$ cat src/rtl/mem_load_unit.sv
// MEM stage: ALU results pass through in one cycle; loads issue one word read on a req/gnt/rvalid bus and stall until data returns.
// Optional bus-timeout abort is enabled by defining MEM_TIMEOUT_EN.
module mem_load_unit #(
  parameter int unsigned XLEN    = 32,
  parameter int unsigned TIMEOUT = 255,
  parameter int unsigned CNT_W   = 8
) (
  input  logic            clk,
  input  logic            rst_n,
  input  logic [XLEN-1:0] result_i,
  input  logic [4:0]      rd_i,
  input  logic            wb_en_i,
  input  logic            read_en_i,
  output logic            stall_o,
  output logic            mem_req_o,
  output logic [XLEN-1:0] mem_addr_o,
  input  logic            mem_gnt_i,
  input  logic            mem_rvalid_i,
  input  logic [XLEN-1:0] mem_rdata_i,
  output logic            wb_en_o,
  output logic [4:0]      rd_o,
  output logic [XLEN-1:0] wb_data_o,
  output logic            err_o
);

  if ((64'd1 << CNT_W) <= 64'(TIMEOUT)) begin : g_cnt_w_check
    $error("CNT_W too narrow for TIMEOUT");
  end

  typedef enum logic [1:0] {IDLE, REQ, WAIT} state_t;

  state_t          state, state_nxt;
  logic [4:0]      ld_rd;
  logic            ld_wb_en;
  logic            done;
  logic            abort;
  logic            req_nxt;
  logic [XLEN-1:0] addr_nxt;
  logic            wb_en_nxt;
  logic [4:0]      rd_nxt;
  logic [XLEN-1:0] data_nxt;

  // A response counts in REQ only when it arrives together with the grant.
  assign done = mem_rvalid_i && ((state == WAIT) || ((state == REQ) && mem_gnt_i));

`ifdef MEM_TIMEOUT_EN
  logic [CNT_W-1:0] cnt;

  always_ff @(posedge clk) begin
    if (!rst_n || state == IDLE) cnt <= '0;
    else                         cnt <= cnt + 1'b1;
  end

  assign abort = (state != IDLE) && (cnt == CNT_W'(TIMEOUT)) && !done;

  always_ff @(posedge clk) begin
    if (!rst_n) err_o <= 1'b0;
    else        err_o <= abort;
  end
`else
  assign abort = 1'b0;
  assign err_o = 1'b0;
`endif

  always_ff @(posedge clk) begin
    if (!rst_n) state <= IDLE;
    else        state <= state_nxt;
  end

  always_comb begin
    state_nxt = state;
    unique case (state)
      IDLE:    if (read_en_i) state_nxt = REQ;
      REQ:     if (done || abort) state_nxt = IDLE;
               else if (mem_gnt_i) state_nxt = WAIT;
      WAIT:    if (done || abort) state_nxt = IDLE;
      default: state_nxt = IDLE;
    endcase
  end

  always_comb begin
    stall_o   = 1'b0;
    req_nxt   = mem_req_o;
    addr_nxt  = mem_addr_o;
    wb_en_nxt = 1'b0;
    rd_nxt    = rd_o;
    data_nxt  = wb_data_o;
    if (state == IDLE) begin
      if (read_en_i) begin
        stall_o  = 1'b1;
        req_nxt  = 1'b1;
        addr_nxt = {result_i[XLEN-1:2], 2'b00};
      end else begin
        data_nxt  = result_i;
        rd_nxt    = rd_i;
        wb_en_nxt = wb_en_i && (rd_i != 5'd0);
      end
    end else if (done) begin
      req_nxt   = 1'b0;
      data_nxt  = mem_rdata_i;
      rd_nxt    = ld_rd;
      wb_en_nxt = ld_wb_en && (ld_rd != 5'd0);
    end else if (abort) begin
      req_nxt = 1'b0;
    end else begin
      stall_o = 1'b1;
      if (state == REQ && mem_gnt_i) req_nxt = 1'b0;
    end
  end

  always_ff @(posedge clk) begin
    if (!rst_n) begin
      mem_req_o  <= 1'b0;
      mem_addr_o <= '0;
      wb_en_o    <= 1'b0;
      rd_o       <= '0;
      wb_data_o  <= '0;
      ld_rd      <= '0;
      ld_wb_en   <= 1'b0;
    end else begin
      mem_req_o  <= req_nxt;
      mem_addr_o <= addr_nxt;
      wb_en_o    <= wb_en_nxt;
      rd_o       <= rd_nxt;
      wb_data_o  <= data_nxt;
      if (state == IDLE && read_en_i) begin
        ld_rd    <= rd_i;
        ld_wb_en <= wb_en_i;
      end
    end
  end

endmodule

$ cat config.mk
export PLATFORM = sky130hd
export DESIGN_NAME = mem_load_unit
export DESIGN_NICKNAME = d
export VERILOG_FILES = /design/src/rtl/mem_load_unit.sv
export SDC_FILE = /design/constraint.sdc
export NUM_CORES = 1
export LEC_CHECK = 0
export BUFFER_PORTS_ARGS = -buffer_cell sky130_fd_sc_hd__buf_2
export CAP_MARGIN = 20
export CELL_PAD_IN_SITES_DETAIL_PLACEMENT = 0
export CELL_PAD_IN_SITES_GLOBAL_PLACEMENT = 1
export CORE_MARGIN = 2
export CORE_UTILIZATION = 35
export CTS_CLUSTER_DIAMETER = 200
export DETAILED_ROUTE_END_ITERATION = 7
export GPL_TIMING_DRIVEN = 1
export PLACE_DENSITY_LB_ADDON = 0.1
export SKIP_LAST_GASP = 1
export SYNTH_ARGS = -nofsm -noshare
export SYNTH_HDL_FRONTEND = slang
export SYNTH_SLANG_ARGS = --single-unit
$ cat constraint.sdc
create_clock -name clk -period 1.95 [get_ports clk]
set_input_delay 0.39 -clock clk [delete_from_list [all_inputs] [get_ports clk]]
set_output_delay 0.39 -clock clk [all_outputs]
set_load 0.01 [all_outputs]
==> flow_metrics.py <==
metrics = {
    "global_routing": {
        "grt_pass1_wl_um": 16200,
        "grt_max_degree": 58,
        "globalRouteTotalUtil": 0.177,
        "antenna_found_initial": 0,
        "met3_usage": 0.0630,
        "grt_pass1_vias": 3268,
        "grt_busiest_layer": "met2",
        "use_met2": 0.266,
        "use_met1": 0.236,
        "overflow": 0,
    },
    "synthesis": {
        "seq_area_frac_synth": 0.411,
        "synth_area_leaders": "dfxtp_1, nand2_1, mux2i_1, nor3b_1, o21a_1",
        "syn_area_per_cell_um2": 8.61,
        "async_reset_ff_frac": 0,
        "syn_area_mm2": 0.00375,
        "ys.flop_type": "dfxtp_1",
        "synth_seq_cells": 77,
        "synth_top_area_frac": 0.411,
        "synth_edf_count": 0,
        "ys.warnings.count": 0,
        "syn-instance-count": 436,
        "ys_types": 28,
        "yosysTopAreaCell": "dfxtp_1",
    },
    "power": {
        "ir_drop_mv": 0.319,
        "power_mw": 3.70,
        "powerDensity_mw_per_mm2": 781,
        "power_leakage_nw": 2.19,
    },
    "drt": {
        "drt-pass1-iter-count": 4,
        "ant_nets": 0,
        "via_per_inst": 4.85,
        "wire_per_inst_um": 14.2,
        "drt-total-wl_um": 9970,
        "drc": 0,
        "num_vias": 3408,
        "drt_iter0_markers": 145,
    },
    "finish": {
        "fin_util": 0.456,
        "drive_above_1_share": 0.316,
        "finalNetCount": 638,
        "synthToLayoutAreaGrowth_pct": 26.0,
        "antennaDiodeCount": 0,
    },
    "placement": {
        "dp_hpwl_um": 7070,
        "gp_congestion": 0.698,
        "pre_cts_slack_ns": 0.381,
        "portBuffers": 144,
    },
    "die": {
        "coreArea_mm2": 0.0104,
        "fp.dieW_um": 108,
        "die-area_mm2": 0.0116,
        "io_pins": 148,
        "fp.dieH_um": 108,
        "rows": 37,
        "initial_core_util": 0.362,
    },
    "timing": {
        "setup_tns_ns": 0,
        "relSlewSlack": 0.616,
        "tightestPinTransition_ns": 0.576,
        "setup_viol": 0,
        "final-hold-violation-count": 0,
        "rsz0062_at_grt": "no",
        "fin_crit_ns": 1.72,
        "finalCritPeriodShare": 0.883,
        "layout_setup_ws_ns": 0.227,
        "fin_skew_ns": 0.0104,
        "timing.final.max_slew_violations": 0,
        "fmax_ghz": 0.580,
    },
    "setup_path": {
        "reg2reg_from": "state[1]",
        "startpoint": "state[0]",
        "worstPathMaxFanout": 7,
        "crit_family": "simple AND/OR/NAND/NOR gates",
        "r2r_slack_ns": 0.40,
        "critPathBufInv": 1,
        "path_cells": "and3b_4 > nor3_4 > buf_2",
        "path_class": "reg -> out",
        "r2r-end": "mem_addr_o[5]",
        "critPathLaunchType": "register",
        "cp.required_ns": 1.56,
        "cp_slowest_stage_delay_ns": 0.41,
        "rr_worst_depth": 5,
        "worstSetupEndpointType": "primary output",
        "crit_arrival_ns": 1.33,
        "slowest_stage": "dfxtp_2",
    },
    "cts": {
        "cts-hold-fix-buffers": 0,
        "worstSkewPairLatency_ns": 0.34,
        "clock-root-buffer": "clkbuf_8",
        "post_cts_buffers": 0,
        "cts_made_buffers": 9,
        "clkTransAtPathRegs_ns": 0.08,
        "cts_tree": "yes",
        "ctsHtreeMaxLevel": 3,
        "cts_resized": 0,
        "cts.sinks": 77,
        "clockBufferDepth": 2,
    },
    "outcome": {
        "status": "finished, final reports clean",
    },
    "hold_path": {
        "min_to": "state[1]",
        "min_from": "mem_rvalid_i",
        "min_path_type": "in -> reg",
        "hold_depth": 2,
    },
    "run": {
        "drv_cap": 0,
    },
}
[cell usage in the layout (no fill, tap or decap), drive strengths merged, types with 3 or more instances in the layout]
master  netlist  routed
mux2i        38      38
buf          24     158
conb          1       3
nand2       109     109
clkbuf       20      11
o21a         37      37
o21ai        39      39
dfxtp        77      77
a21boi       36      36
nor3b        39      39
[layer usage]
metal  vias up  share of wire  routed length (um)
li1       1731              -                   -
met1      1558           0.46                4630
met2       110           0.44                4360
met3         9          0.087                 869
met4         0          0.010                 103
met5         -              0                   0
[cells in the mapped netlist (2+ instances only)]
| library cell | count |
|---|---|
| a21boi_1 | 30 |
| o211ai_1 | 2 |
| nor2_1 | 2 |
| clkbuf_1 | 20 |
| a21boi_0 | 6 |
| o21ai_0 | 38 |
| buf_4 | 5 |
| buf_6 | 2 |
| dfxtp_1 | 77 |
| nand2_1 | 109 |
| nor3b_1 | 38 |
| o21a_1 | 37 |
| buf_2 | 15 |
| or4_1 | 2 |
| buf_8 | 2 |
| mux2i_1 | 38 |
| nor4b_1 | 2 |
[worst max-delay path by stage]
stage	depth (start not counted)	slack, ns	end
floorplan	4	0.55	stall_o
global placement	5	0.43	rd_o[4]
detailed placement	5	0.38	mem_addr_o[5]
CTS	3	0.20	stall_o
global route	3	0.12	stall_o
finish	3	0.23	stall_o
[per-stage QoR]
step                      instances  hold WS, ns  instance area [um^2]
after floorplan                 438        0.443                  3760
after global placement          688        0.438                  4530
after detailed placement        688        0.444                  4530
after CTS                       703        0.241                  4730
after global routing            703        0.247                  4730
final                           703        0.261                  4730
[cells by family (layout without fill, tap and decap cells)]
logic type      Yosys count  after routing  share of synthesized area
compound gates          114            114                      0.202
buf+inv                  45            174                     0.0650
flops                    77             77                      0.411
mux                      38             38                      0.101
other cells               1              3                   0.000999
simple gates            161            161                      0.220
[where the power goes]
group          internal, mW  switching (mW)  leakage [nW]
Combinational         0.328           0.392          1.46
Clock                 0.651           0.572         0.101
Sequential             1.69          0.0610         0.633
[sequential cells by signal, indices dropped and copies added, names as in the netlist]
| register | flops |
|---|---|
| ld_wb_en | 1 |
| ld_rd | 5 |
| wb_data_o | 32 |
| wb_en_o | 1 |
| state | 2 |
| mem_req_o | 1 |
| mem_addr_o | 30 |
| rd_o | 5 |
[final cells by class]
class / instances / area, um^2
timing repair buffer: 158 / 838
fill: 1079 / 5640
tap: 136 / 170
clock buffer: 11 / 151
multi-input combinational: 316 / 1980
inverter: 1 / 3.75
sequential: 77 / 1540
clock inverter: 4 / 47.5
No activity file was read; power rests on OpenSTA's default activity.
